## config.mk

```make
export PLATFORM = sky130hd
export DESIGN_NAME = regfile_writeback_ctrl
export DESIGN_NICKNAME = d
export VERILOG_FILES = /design/src/rtl/regfile_writeback_ctrl.sv
export SDC_FILE = /design/constraint.sdc
export NUM_CORES = 1
export LEC_CHECK = 0
export BUFFER_PORTS_ARGS = -buffer_cell sky130_fd_sc_hd__buf_4
export CORE_UTILIZATION = 45
export DETAILED_ROUTE_END_ITERATION = 7
export PLACE_DENSITY = 0.71
export SYNTH_ARGS = -nofsm -noshare
export SYNTH_HDL_FRONTEND = slang
export SYNTH_SLANG_ARGS = --single-unit
export TNS_END_PERCENT = 1
```

## constraint.sdc

```tcl
create_clock -name clk -period 2.7 [get_ports clk]
set_clock_uncertainty 0.2 [all_clocks]
set_input_delay 0.27 -clock clk [delete_from_list [all_inputs] [get_ports clk]]
set_output_delay 0.27 -clock clk [all_outputs]
set_load 0.05 [all_outputs]
```

## src/rtl/regfile_writeback_ctrl.sv

```systemverilog
// Write-back controller for a 32x32 register file: arbitrates ALU and load results
// onto one registered write port and tracks outstanding loads. Optional forwarding: WB_BYPASS_EN.
module regfile_writeback_ctrl #(
  parameter int unsigned MAX_WAIT = 4
) (
  input  logic        clk,
  input  logic        rst,
  // ALU result channel
  input  logic        alu_valid,
  input  logic [4:0]  alu_rd,
  input  logic [31:0] alu_data,
  output logic        alu_stall,
  // load result channel
  input  logic        ld_valid,
  input  logic [4:0]  ld_rd,
  input  logic [31:0] ld_data,
  output logic        ld_ready,
  // load issue and hazard lookup
  input  logic        iss_load,
  input  logic [4:0]  iss_rd,
  input  logic [4:0]  rs1,
  input  logic [4:0]  rs2,
  output logic        rs1_busy,
  output logic        rs2_busy,
`ifdef WB_BYPASS_EN
  output logic        rs1_fwd_hit,
  output logic        rs2_fwd_hit,
  output logic [31:0] rs1_fwd_data,
  output logic [31:0] rs2_fwd_data,
`endif
  // register-file write port
  output logic        regWrite,
  output logic [4:0]  writeRegister,
  output logic [31:0] writeData
);

  localparam logic [3:0] MAX_W = 4'(MAX_WAIT);

  typedef enum logic [1:0] {
    SRC_NONE,
    SRC_ALU,
    SRC_LD
  } src_e;

  logic [3:0]  r_wait_cnt;
  logic [31:0] r_sb;

  logic        w_load_prio;
  logic        w_ld_acc;
  logic        w_alu_acc;
  src_e        w_src;
  logic [4:0]  w_win_rd;
  logic [31:0] w_win_data;
  logic        w_win_write;
  logic [3:0]  w_wait_nxt;
  logic [31:0] w_sb_nxt;

  // Arbitration: the ALU normally wins; a load blocked MAX_WAIT cycles in a row takes over.
  always_comb begin
    // NOTE: every signal gets a default first so no path leaves it unassigned (no latches).
    w_src       = SRC_NONE;
    w_win_rd    = '0;
    w_win_data  = '0;
    w_load_prio = (r_wait_cnt == MAX_W);
    ld_ready    = w_load_prio | ~alu_valid;
    alu_stall   = w_load_prio & alu_valid;
    w_ld_acc    = ld_valid & ld_ready;
    w_alu_acc   = alu_valid & ~alu_stall;

    if (w_ld_acc) begin
      w_src      = SRC_LD;
      w_win_rd   = ld_rd;
      w_win_data = ld_data;
    end else if (w_alu_acc) begin
      w_src      = SRC_ALU;
      w_win_rd   = alu_rd;
      w_win_data = alu_data;
    end

    // x0 winners still complete their handshake but never reach the file.
    w_win_write = (w_src != SRC_NONE) && (w_win_rd != 5'd0);
  end

  always_comb begin
    w_wait_nxt = '0;
    if (ld_valid && !w_ld_acc) begin
      w_wait_nxt = (r_wait_cnt >= MAX_W) ? MAX_W : r_wait_cnt + 4'd1;
    end
  end

  // Clear on acceptance first, then set on issue, so a same-cycle reissue keeps the bit.
  always_comb begin
    w_sb_nxt = r_sb;
    if (w_ld_acc) begin
      w_sb_nxt[ld_rd] = 1'b0;
    end
    if (iss_load && (iss_rd != 5'd0)) begin
      w_sb_nxt[iss_rd] = 1'b1;
    end
    w_sb_nxt[0] = 1'b0;
  end

  always_ff @(posedge clk or posedge rst) begin
    if (rst) begin
      r_wait_cnt <= '0;
      r_sb       <= '0;
    end else begin
      // NOTE: sequential state uses non-blocking assignments so every flop samples pre-edge values.
      r_wait_cnt <= w_wait_nxt;
      r_sb       <= w_sb_nxt;
    end
  end

  // Address and data only move on a real write; idle cycles hold the last values.
  always_ff @(posedge clk or posedge rst) begin
    if (rst) begin
      regWrite      <= 1'b0;
      writeRegister <= '0;
      writeData     <= '0;
    end else begin
      regWrite <= w_win_write;
      if (w_win_write) begin
        writeRegister <= w_win_rd;
        writeData     <= w_win_data;
      end
    end
  end

  // Lookups see the scoreboard as it stood before this cycle's updates.
  always_comb begin
    rs1_busy = (rs1 != 5'd0) && r_sb[rs1];
    rs2_busy = (rs2 != 5'd0) && r_sb[rs2];
  end

`ifdef WB_BYPASS_EN
  // Covers a read of the register being written this cycle in a file with no internal bypass.
  always_comb begin
    rs1_fwd_hit  = regWrite && (writeRegister == rs1) && (rs1 != 5'd0);
    rs2_fwd_hit  = regWrite && (writeRegister == rs2) && (rs2 != 5'd0);
    rs1_fwd_data = writeData;
    rs2_fwd_data = writeData;
  end
`endif

endmodule
```

==> results of run 1 <==
-- repair_timing --
| action | CTS | global route |
|---|---|---|
| setup endpoints to repair | 0 | 0 |
| hold buffers | 8 | 0 |
| endpoints found under the hold margin | 79 | 0 |
-- sequential cells by signal, indices dropped and copies added (netlist names) --
signal and cells:
r_sb 31, r_wait_cnt 4, regWrite 1, writeData 32, writeRegister 5
-- power breakdown --
part           internal [mW]  switching (mW)  leakage (nW)
Clock                  0.638           0.386         0.120
Combinational          0.485           0.608          1.61
Sequential              1.28           0.147         0.894
-- Yosys cell counts (3+ instances only) --
library cell / instances / area share (%)
sky130_fd_sc_hd__nor4_1: 4 / 0.58
sky130_fd_sc_hd__nand2b_1: 5 / 0.72
sky130_fd_sc_hd__a211o_1: 4 / 0.81
sky130_fd_sc_hd__nor2_1: 10 / 0.87
sky130_fd_sc_hd__mux2_4: 30 / 10
sky130_fd_sc_hd__mux2_2: 7 / 1.8
sky130_fd_sc_hd__buf_12: 3 / 1.4
sky130_fd_sc_hd__mux2i_1: 8 / 1.9
sky130_fd_sc_hd__dfrtp_1: 73 / 42
sky130_fd_sc_hd__buf_2: 4 / 0.46
sky130_fd_sc_hd__o211ai_1: 3 / 0.52
sky130_fd_sc_hd__clkbuf_1: 15 / 1.3
sky130_fd_sc_hd__a221o_2: 5 / 1.3
sky130_fd_sc_hd__mux4_2: 9 / 4.7
sky130_fd_sc_hd__o311ai_0: 3 / 0.61
sky130_fd_sc_hd__nand3_1: 38 / 4.4
sky130_fd_sc_hd__nand2_1: 49 / 4.3
sky130_fd_sc_hd__inv_1: 9 / 0.78
sky130_fd_sc_hd__nor3b_1: 5 / 0.87
sky130_fd_sc_hd__nor3_1: 4 / 0.46
sky130_fd_sc_hd__o21ai_0: 87 / 10
sky130_fd_sc_hd__nor2b_1: 4 / 0.58
sky130_fd_sc_hd__nand3b_1: 7 / 1.2
-- routing by layer --
metal	vias up	GRT usage (%)
li1	1820	-
met1	1817	31.8
met2	174	38.1
met3	28	5.43
met4	0	9.92
met5	-	0
-- worst min path at each step --
stage / end / depth (start not counted) / startpoint / slack [ns]
final: r_sb[16]$_DFF_PP0_ / 3 / iss_rd[4] / 0.04
after global routing: r_sb[25]$_DFF_PP0_ / 3 / iss_rd[4] / 0.04
after CTS: r_sb[25]$_DFF_PP0_ / 3 / iss_rd[4] / 0.03
after detailed placement: r_sb[17]$_DFF_PP0_ / 3 / rst / 0.19
after global placement: writeData[6]$_DFFE_PP0P_ / 3 / rst / 0.18
after floorplan: r_sb[28]$_DFF_PP0_ / 1 / iss_rd[0] / 0.17
-- layout by cell type, fill, tap and decap left out, types with 4 or more instances in the layout --
cell type	count
sky130_fd_sc_hd__a211o_1	4
sky130_fd_sc_hd__a221o_2	5
sky130_fd_sc_hd__buf_4	137
sky130_fd_sc_hd__clkbuf_8	10
sky130_fd_sc_hd__dfrtp_1	73
sky130_fd_sc_hd__dlygate4sd3_1	8
sky130_fd_sc_hd__inv_1	8
sky130_fd_sc_hd__mux2_2	7
sky130_fd_sc_hd__mux2_4	30
sky130_fd_sc_hd__mux2i_1	8
sky130_fd_sc_hd__mux4_2	9
sky130_fd_sc_hd__nand2_1	49
sky130_fd_sc_hd__nand2b_1	5
sky130_fd_sc_hd__nand3_1	38
sky130_fd_sc_hd__nand3b_1	7
sky130_fd_sc_hd__nor2_1	10
sky130_fd_sc_hd__nor2b_1	4
sky130_fd_sc_hd__nor3_1	4
sky130_fd_sc_hd__nor3b_1	5
sky130_fd_sc_hd__nor4_1	4
sky130_fd_sc_hd__o21ai_0	87
-- logic make-up after synthesis --
family	count (synthesis)	share of synthesized area [%]
compound gates	116	16.1
fa+ha+maj	2	0.579
buf+inv	40	5.67
flops	73	42.3
mux	54	18.8
other cells	1	0.0867
simple gates	140	16.5
-- area by class of cell --
type	count	area, sq um
Fill cell	801	3620
Multi-Input combinational cell	313	2250
Sequential cell	73	1830
Timing Repair Buffer	146	1130
Tap cell	129	161
Clock buffer	11	141
Clock inverter	5	103
Inverter	12	50.0
-- metrics by stage --
stage          setup WS (ns)  cell area, sq um  power, mW  utilization (%)  std cells
6_report               0.256              5660       3.54             61.0        689
5_1_grt                0.128              5660       3.72             61.0        689
4_1_cts                0.232              5660       3.57             61.0        689
3_5_place_dp           0.269              5340       2.52             57.5        665
3_3_place_gp           0.344              5340       2.50             57.5        665
2_1_floorplan          0.357              4320       2.15                -        426
-- worst max-delay path, delay by kind of cell, from the launching register on --
kind / cells / cell delay (ns)
compound gates: 1 / 0.29
buf+inv: 1 / 0.19
flops: 1 / 0.41
mux: 1 / 0.48
simple gates: 2 / 0.27
==> results.md, run 1 <==
- The number of failing setup endpoints in the final timing report is 0.
- The endpoint of the most critical register-to-register path is writeData[28]$_DFFE_PP0P_.
- The die boundary width is between 100 and 150 microns.
- Of all nets on the critical path, the largest fanout is 3.
- The clock net in this run drives a total of 73 sinks.
- The floorplan has 35 rows.
- CTS placed an instance of sky130_fd_sc_hd__clkbuf_8 at the clock tree root.
- The critical path ends at rs1_busy.
- The flow ran to the end, and the final reports show no timing, DRC or antenna violations.
- For this block, the via count after detailed routing is 3,839.
- Entering global routing, the biggest net connects 74 pins.
- No sink is reached through more buffers than the 2 on the longest clock path.
- The count of boundary I/O pins is ~140.
- The all-layer global routing usage is approximately a quarter.
- After detailed routing, the wire length on met1 is just under 5000 microns.
- The transition time at the pin with the least slew margin is between 0.6 and 0.7 ns.
- The floorplan step defined a core boundary enclosing around 0.0093 sq mm.
- Input and output buffers added on the ports amount to ~140.
- Counting flops and latches in the post-synthesis netlist gives 73.
- The endpoint type of the worst setup path is an output port.
- The period utilization is between 90% and 100%.
- The met2 wire length is 5380 microns.
- The via count of the first global-routing pass is ~3,800.
- The half-perimeter wire length after placement is 8430 microns.
- The kind of start point of the critical path is a flop.
- The critical path is of the flop to output port type.
- Once detail routing completed, the nets flagged for antenna violations numbered 0.
- For this run the aggregate overflow at the end of global routing stands at 0.
- Counting flops with an async set or reset pin after synthesis yields a share of 100%.
- The worst voltage drop across the vdd grid is 279 uV.
- The post-CTS setup-driven buffer insertion count is 0.
- The total power divided by cell area is ~630 mW/mm^2.
- The source-to-sink clock delay at the later pin of the worst-skew pair is approximately 0.34 ns.
- The pre-antenna-repair detailed-routing pass consisted of 4 iterations.
- The via density per instance is 5.57.
- The tightest hold path in the finished design has a slack of roughly 0.045 ns.
- The register-to-register setup slack is 0.28 ns.
- The count of maximum capacitance violations is 0.
- The number of nets at the end of the flow is roughly 650.
- The detailed router used layers up to and including met4.
- The critical path goes through mux4_2 -> nor3b_1 -> nor4_1 -> a211o_1 -> buf_4.
- The type of the tightest min-delay check is input port to flop.
- The data required time at the worst endpoint is around 2.2 ns.
- The relative slew slack is 56.8%.
- In this design, the stage delay of the slowest critical-path cell is ~0.48 ns.
- The vertical die dimension is 100 microns.
- In the routed design, unresolved DRC markers number 0.
- 0 antenna diodes ended up in the layout.
- In this run the static leakage power is 2.63 nW.
- The startpoint identified for the worst register-to-register timing path is r_wait_cnt[0]$_DFF_PP0_.
- The met3 wire length is about 800 microns.
- The number of max-slew violations in the final report came to 0.
- The count of instances resized after the clock tree is built is 0.
- The number of cells on the worst reg-to-reg path is 8.
- The slowest stage of the critical path belongs to the cell sky130_fd_sc_hd__mux4_2.
- The fmax is around 410 MHz.
- For the final routed database, the setup TNS stands at 0 ns.
- The first-pass GRT wire length is about 19,000 microns.
- Yosys mapped a number of flops with a built-in enable equal to 0.
- The die covers 0.0100 sq mm.
- The clock buffer count from CTS is 9.
- The launching element of the worst setup path is r_sb[3]$_DFF_PP0_.
- The sequential-to-total area share from yosys stat is 42.3%.
- The synthesized area per cell is between 10 and 15 sq um.
- The initial antenna violation count came to 0.
- The count of endpoints failing hold in the final timing report was 0.
- The CTS tree is done.
- Setup repair after global routing left no endpoint under its margin.
- The number of unique standard cell types used by synthesis is just over 50.
- The Yosys step of the flow raised 0 warnings.
- In the final routed layout, each cell accounts on average for about 16 microns.
- The first routing iteration left about 220 violations.
- The leading register cell type out of synthesis is sky130_fd_sc_hd__dfrtp_1.
- Once the floorplan was initialized, standard cells occupied approximately 47% of the core.
- The number of H-tree levels is 3.
- Summed over all layers, the routed wires come to 11,300 microns.
- At the end of routability-driven placement, the weighted congestion stood at approximately 0.86.
- The total nets after synthesis is 522.
- The post-synthesis instance total is ~430.
- The final critical path time including I/O delays and setup is 2.44 ns.
- Data on the critical path arrives at its endpoint at around 2 ns.
- The synthesized area is roughly 0.0043 sq mm.
- The area growth from synthesis to layout is 31.0%.
- The post-route netlist has 38.2% of its cells at a drive strength greater than 1.
- After clock tree synthesis, the clock-pin slew on the worst setup and hold paths is ~0.08 ns.
(Power assumes the default switching activity.)
==> inputs of run 2 (changes only) <==
==> constraint.sdc (replaced) <==
create_clock -name clk -period 3 [get_ports clk]
set_clock_uncertainty 0.2 [all_clocks]
set_input_delay 0.3 -clock clk [delete_from_list [all_inputs] [get_ports clk]]
set_output_delay 0.3 -clock clk [all_outputs]
set_load 0.05 [all_outputs]
==> results.md, run 2 (synthesized netlist as in run 1, its figures left out) <==
- The register with the most flip-flops in the layout has 32 of them.
- Of the total power, registers draw around 43%.
- The count of boundary I/O pins is between 100 and 150.
- The register ranked first by flip-flop count is writeData.
- The total number of cells along the worst setup path is 7.
- In this run the worst setup path terminates at r_sb[28]$_DFF_PP0_.
- The floorplan step set the die height to between 100 and 150 microns.
- STA puts the critical path data required time at roughly 3.0 ns.
- The most frequent standard cell in the layout excluding fill and tap cells is sky130_fd_sc_hd__buf_4.
- Post-CTS timing repair inserted 0 buffers for setup.
- The combined buffer and inverter count along the critical path is 2.
- Static timing analysis puts the maximum clock frequency at around 380 MHz.
- The register-to-register setup slack is ~0.40 ns.
- The number of H-tree levels is 3.
- The area added between synthesis and finish is 29.6%.
- In this run the remaining antenna-violating nets after routing total 0.
- Combinational cells account for about a third of the total power.
- The post-detailed-placement cell area is 0.00534 sq mm.
- The half-perimeter wire length after placement is 8610 microns.
- The cell row count is 35.
- The net switching power is between 1 and 1.5 mW.
- In this run the clock root is driven by a sky130_fd_sc_hd__clkbuf_8.
- The number of max-slew violations in the final report came to 0.
- The number of nets at the end of the flow is 650.
- The worst path needs ~2.6 ns of the cycle, external delays included.
- In this run the static leakage power is ~2.6 nW.
- The clock net in this run drives a total of 73 sinks.
- The maximum fanout count along the critical path is 9.
- The first-pass GRT wire length is between 15,000 and 20,000 microns.
- The remaining design rule violation count is 0.
- The count of maximum capacitance violations is 0.
- Dividing the detail-routed via count by the number of cells gives between 5 and 6.
- For this configuration, the core starts out at a cell density of ~47%.
- The transition time at the pin with the least slew margin is 0.661 ns.
- The internal portion of the total power is roughly 2 mW.
- The number of buffer cells added on primary ports is 135.
- Setup repair after global routing left no endpoint under its margin.
- The number of failing setup endpoints in the final timing report is 0.
- The worst register-to-register path begins at r_wait_cnt[0]$_DFF_PP0_.
- No sink is reached through more buffers than the 2 on the longest clock path.
- TritonCTS built the clock tree.
- The source-to-sink clock delay at the later pin of the worst-skew pair is 0.34 ns.
- Detailed routing inserted a total of between 3,000 and 4,000 vias.
- Leaving out fill and tap cells, the most frequent cells in the layout are sky130_fd_sc_hd__buf_4 (137), sky130_fd_sc_hd__o21ai_0 (87), sky130_fd_sc_hd__dfrtp_1 (73).
- The antenna cell count is 0.
- Adding up every negative setup slack in the final design gives 0 ns.
- Traced cell by cell, the critical path runs through inv_1 -> ha_1 -> nand3b_1 -> a211o_1 -> o21ai_0 -> o31ai_1 -> dlygate4sd3_1.
- The biggest cell delay along the critical path is 0.55 ns.
- Cells with a size suffix above 1 make up about two fifths of the layout.
- After clock tree synthesis, the clock-pin slew on the worst setup and hold paths is about 0.07 ns.
- For the worst flop-to-flop path, the logic depth is 7.
- Tracing the worst setup path back leads to its startpoint at r_wait_cnt[0]$_DFF_PP0_.
- In this design, the largest share of critical-path delay is due to compound AO/OA/AOI/OAI gates.
- From left edge to right edge, the die measures about 100 microns.
- The initial antenna violation count is 0.
- The worst-path cell with the longest stage delay is sky130_fd_sc_hd__dlygate4sd3_1.
- The worst-case IR drop observed on VDD is 249 uV.
- The worst setup path is captured at a flop.
- The total global routing overflow is 0.
- Measured against its own limit, the worst slew margin works out to between 50% and 60%.
- The all-layer global routing usage is 23.8%.
- The arrival time of data at the critical path endpoint is roughly 2.6 ns.
- The via count of the first global-routing pass is 3,749.
- The floorplan step defined a core boundary enclosing 0.00928 sq mm.
- Counting instances, the worst hold path has a depth of 2.
- The run finished with clean final reports.
- The clock network burns 24.8% of the power.
- The count of hold buffers inserted by post-cts repair is 7.
- The die covers approximately 0.010 sq mm.
- The count of instances resized after the clock tree is built is 0.
- In the final layout, the registers with the most flip-flops are writeData: 32 flops, r_sb: 31 flops, writeRegister: 5 flops.
- The worst setup path is of the flop to flop kind.
- The finished layout cell area is ~0.0056 sq mm.
- Power spread over the standard cell area amounts to roughly 540 mW/mm^2.
- The endpoint identified for the worst register-to-register timing path is r_sb[28]$_DFF_PP0_.
- The clock buffer count from CTS is 9.
- The kind of start point of the critical path is a flop.
- The type of the tightest min-delay check is input port to flop.
- Dividing the final minimum period by the clock period gives slightly below 90%.
- Net switching is between 30% and 40% of the power.
- The pin count of the biggest net entering global routing is 44.
- The first detailed-routing pass ran for 4 iterations.
- After detailed routing, the total wire length is 11,500 microns.
- Dividing the detail-routed wire length by the instance count gives between 15 and 20 microns.
- For this block, the initial DRC count from the detailed router was 237.
- The count of endpoints failing hold in the final timing report is 0.
- The total chip power is just over 3 mW.
- The placer's final routability congestion estimate is between 0.8 and 0.9.
[run 2: metal layers]
layer	wire length [microns]	vias to the layer above	track usage, %
met3	762	23	5.36
li1	-	1819	-
met4	273	0	10.7
met1	4940	1821	30.8
met2	5510	166	38.5
met5	0	-	0
[run 2: power by group through the flow]
| stage | logic [mW] | registers, mW | clock network [mW] |
|---|---|---|---|
| floorplan | 0.466 | 1.47 | 0 |
| global placement | 0.957 | 1.29 | 0 |
| detailed placement | 0.978 | 1.30 | 0 |
| CTS | 0.987 | 1.28 | 0.761 |
| global route | 1.05 | 1.31 | 0.803 |
| finish | 0.984 | 1.29 | 0.747 |
[run 2: metrics by stage]
stage          std cells  util [%]  hold slack [ns]  setup slack (ns)
2_1_floorplan        426         -            0.197             0.647
3_3_place_gp         665      57.5            0.226             0.654
3_5_place_dp         665      57.5            0.237             0.576
4_1_cts              688      60.4          0.00118             0.394
5_1_grt              688      60.4          0.00351             0.185
6_report             688      60.4           0.0126             0.396
[run 2: area by class of cell]
type / instances / area (sq um)
Clock buffer: 9 / 124
Clock inverter: 7 / 71.3
Fill cell: 806 / 3680
Inverter: 12 / 50.0
Multi-Input combinational cell: 313 / 2250
Sequential cell: 73 / 1830
Tap cell: 129 / 161
Timing Repair Buffer: 145 / 1120
[run 2: worst min path at each step]
stage	endpoint	startpoint	slack [ns]
3_5_place_dp	writeData[6]$_DFFE_PP0P_	rst	0.24
6_report	writeRegister[4]$_DFFE_PP0P_	alu_rd[4]	0.01
5_1_grt	writeRegister[4]$_DFFE_PP0P_	alu_rd[4]	0.004
3_3_place_gp	writeData[6]$_DFFE_PP0P_	rst	0.23
2_1_floorplan	r_sb[28]$_DFF_PP0_	iss_rd[0]	0.20
4_1_cts	writeRegister[4]$_DFFE_PP0P_	alu_rd[4]	0.001
==> inputs of run 3 (changes only) <==
--- a/config.mk
+++ b/config.mk
@@ -8,7 +8,7 @@
 export BUFFER_PORTS_ARGS = -buffer_cell sky130_fd_sc_hd__buf_4
 export CORE_UTILIZATION = 45
 export DETAILED_ROUTE_END_ITERATION = 7
-export PLACE_DENSITY = 0.71
+export PLACE_DENSITY = 0.72
 export SYNTH_ARGS = -nofsm -noshare
 export SYNTH_HDL_FRONTEND = slang
 export SYNTH_SLANG_ARGS = --single-unit
==> results.md, run 3 (synthesized netlist as in run 1, its figures left out) <==
- The run finished with clean final reports.
- For this design the ratio of total power to cell area is about 530 mW/mm^2.
- The length of the first detailed-routing pass in iterations is 4.
- The maximum fanout count along the critical path is 3.
- The transition time at the pin with the least slew margin is 0.731 ns.
- The first-pass GRT wire length is 18,100 microns.
- Summed over all layers, the global routing overflow is 0.
- From left edge to right edge, the die measures 100 microns.
- In the final layout, the share of cells above drive strength 1 is 38.1%.
- Clock tree synthesis found a total of 73 sinks.
- The number of cells on the worst reg-to-reg path is 8.
- The count of maximum capacitance violations is 0.
- between 100 and 150 I/O pins were placed.
- The number of H-tree levels is 3.
- The via count is between 3,000 and 4,000.
- The source-to-sink clock delay at the later pin of the worst-skew pair is 0.35 ns.
- The global-route met2 utilization is approximately 37%.
- The critical path is of the flop to output port type.
- The antenna cell count is 0.
- The count of endpoints failing hold in the final timing report came to 0.
- STA classifies the critical path endpoint as an output port.
- The number of standard cells in the final layout excluding fillers is roughly 690.
- The slowest stage of the critical path is the sky130_fd_sc_hd__mux4_2 cell.
- The initial antenna violation count is 0.
- Once the floorplan was initialized, standard cells occupied between 40% and 50% of the core.
- The worst flop-to-flop path startpoint is r_wait_cnt[0]$_DFF_PP0_.
- The pin count of the biggest net entering global routing is just over 40.
- At the end of routability-driven placement, the weighted congestion stood at about 0.86.
- Port buffering added 135 buffers.
- For this run, the slowest stage of the critical path takes between 0.4 and 0.5 ns.
- Data on the critical path is required at its endpoint by roughly 2.5 ns.
- The count of nets left with antenna violations once routing finished came out at 0.
- The endpoint of the worst hold path is r_sb[16]$_DFF_PP0_.
- The register ranked first by flip-flop count is writeData.
- The largest registers in the layout are writeData: 32 flops, r_sb: 31 flops, writeRegister: 5 flops.
- The overall die area is approximately 0.010 sq mm.
- The tightest min-delay check is of the input port to flop type.
- TritonCTS built the clock tree.
- The register with the most flip-flops in the layout has 32 of them.
- The cell row count is 35.
- The via count of the first global-routing pass was between 3,000 and 4,000.
- The area added between synthesis and finish is 29.3%.
- The signal on the critical path passes through mux4_2 -> nor3b_1 -> nor4_1 -> a211o_1 -> buf_4.
- The worst setup path is launched from a flop.
- Setup repair after global routing left no endpoint under its margin.
- The number of placed instances, taps included, is 665.
- Leaving out fill and tap cells, the most frequent cell in the layout is sky130_fd_sc_hd__buf_4.
- After detailed routing, the number of remaining DRC violations is 0.
- After routing, the total negative slack on setup checks comes to 0 ns.
- The met3 track utilization from global routing is under 10%.
- The clock buffer count from CTS is 9.
- No sink is reached through more buffers than the 2 on the longest clock path.
- The via density per instance is roughly 5.5.
- In the global route stage, overall resource usage came out at between 20% and 30%.
- The post-detailed-placement cell area is 0.00534 sq mm.
- The arrival time of data at the critical path endpoint is roughly 2.0 ns.
- Dividing the detail-routed wire length by the instance count gives about 16 microns.
- The analysis attributes to cell leakage a power of between 2 and 3 nW.
- In the final design database the tool counted roughly 650 nets.
- After detailed routing, the total wire length is ~11,000 microns.
- Clock-pin slew was measured on the worst setup and hold paths at approximately 0.070 ns.
- The area of the core is a little over 0.009 sq mm.
- In this run the critical register-to-register path is captured at writeData[29]$_DFFE_PP0P_.
- The clock root buffer master is sky130_fd_sc_hd__clkbuf_8.
- Leaving out fill and tap cells, the most frequent cells in the layout are sky130_fd_sc_hd__buf_4 (137), sky130_fd_sc_hd__o21ai_0 (87), sky130_fd_sc_hd__dfrtp_1 (73).
- In this run the most critical hold path is launched from iss_rd[4].
- The fmax is 399 MHz.
- In this run, post-CTS repair resized a total of 0 instances.
- The worst hold path stage count is 3.
- The number of max-slew violations in the final report is 0.
- The half-perimeter wire length after placement is slightly above 8000 microns.
- The detailed router finished its first iteration with about 190 violations.
- Setup slack on the worst reg-to-reg path comes out at around 0.59 ns.
- The finished cells cover around 0.0056 sq mm.
- The total chip power is just under 3 mW.
- The vertical die dimension is roughly 100 microns.
- The met1 usage in global routing is between 30 and 40%.
- The relative slew slack is just over 50%.
- The global routing stage identified its most utilized layer as met2.
- The final critical path time including I/O delays and setup is around 2.5 ns.
- Setup violations remaining at the end of the flow were counted as 0.
- VDD sags by at most 253 uV.
- The final critical path takes up between 80% and 90% of the cycle.
==> run 3: cell type report <==
class / count / area [sq um]
fillers: 811 / 3690
multi-input cells: 313 / 2250
flip-flops and latches: 73 / 1830
repair buffers: 146 / 1130
well taps: 129 / 161
clock buffers: 9 / 124
inverters: 12 / 50.0
clock inverters: 4 / 47.5
==> run 3: timing repair <==
action                                  4_1_cts  5_1_grt
buffers inserted                              0        0
hold buffers                                  8        0
hold endpoints to repair                     39        0
endpoints found under the setup margin        0        0
==> run 3: worst max-delay path: cells and delay by family (launching register included) <==
family                 cells  cell delay (ns)
muxes                      1             0.49
DFF                        1             0.40
AOI/OAI and AO/OA          1             0.30
and+or+nand+nor            2             0.27
buffers and inverters      1             0.19
==> run 3: how the worst max path moves through the flow <==
stage / startpoint / depth (start not counted) / to
floorplan: rst / 1 / r_sb[10]$_DFF_PP0_
detailed placement: r_wait_cnt[0]$_DFF_PP0_ / 8 / writeData[29]$_DFFE_PP0P_
finish: r_sb[7]$_DFF_PP0_ / 5 / rs1_busy
CTS: r_sb[3]$_DFF_PP0_ / 5 / rs1_busy
global placement: r_wait_cnt[0]$_DFF_PP0_ / 8 / writeData[29]$_DFFE_PP0P_
global route: r_sb[7]$_DFF_PP0_ / 5 / rs2_busy
==> run 3: stage by stage <==
stage	utilization (%)	hold slack (ns)	setup WS (ns)
floorplan	-	0.197	0.647
global placement	57.5	0.241	0.652
detailed placement	57.5	0.248	0.581
CTS	60.2	0.0576	0.494
global route	60.2	0.0846	0.441
finish	60.2	0.0608	0.493
==> run 3: layer usage <==
metal | share of wire [%] | routed length [microns]
met5 | 0 | 0
met2 | 47 | 5330
met1 | 43 | 4880
met3 | 6.9 | 780
met4 | 2.2 | 248
==> run 3: power by group <==
part,switching [mW],internal [mW],leakage [nW]
Combinational,0.548,0.436,1.61
Sequential,0.134,1.15,0.894
Clock,0.342,0.367,0.0868
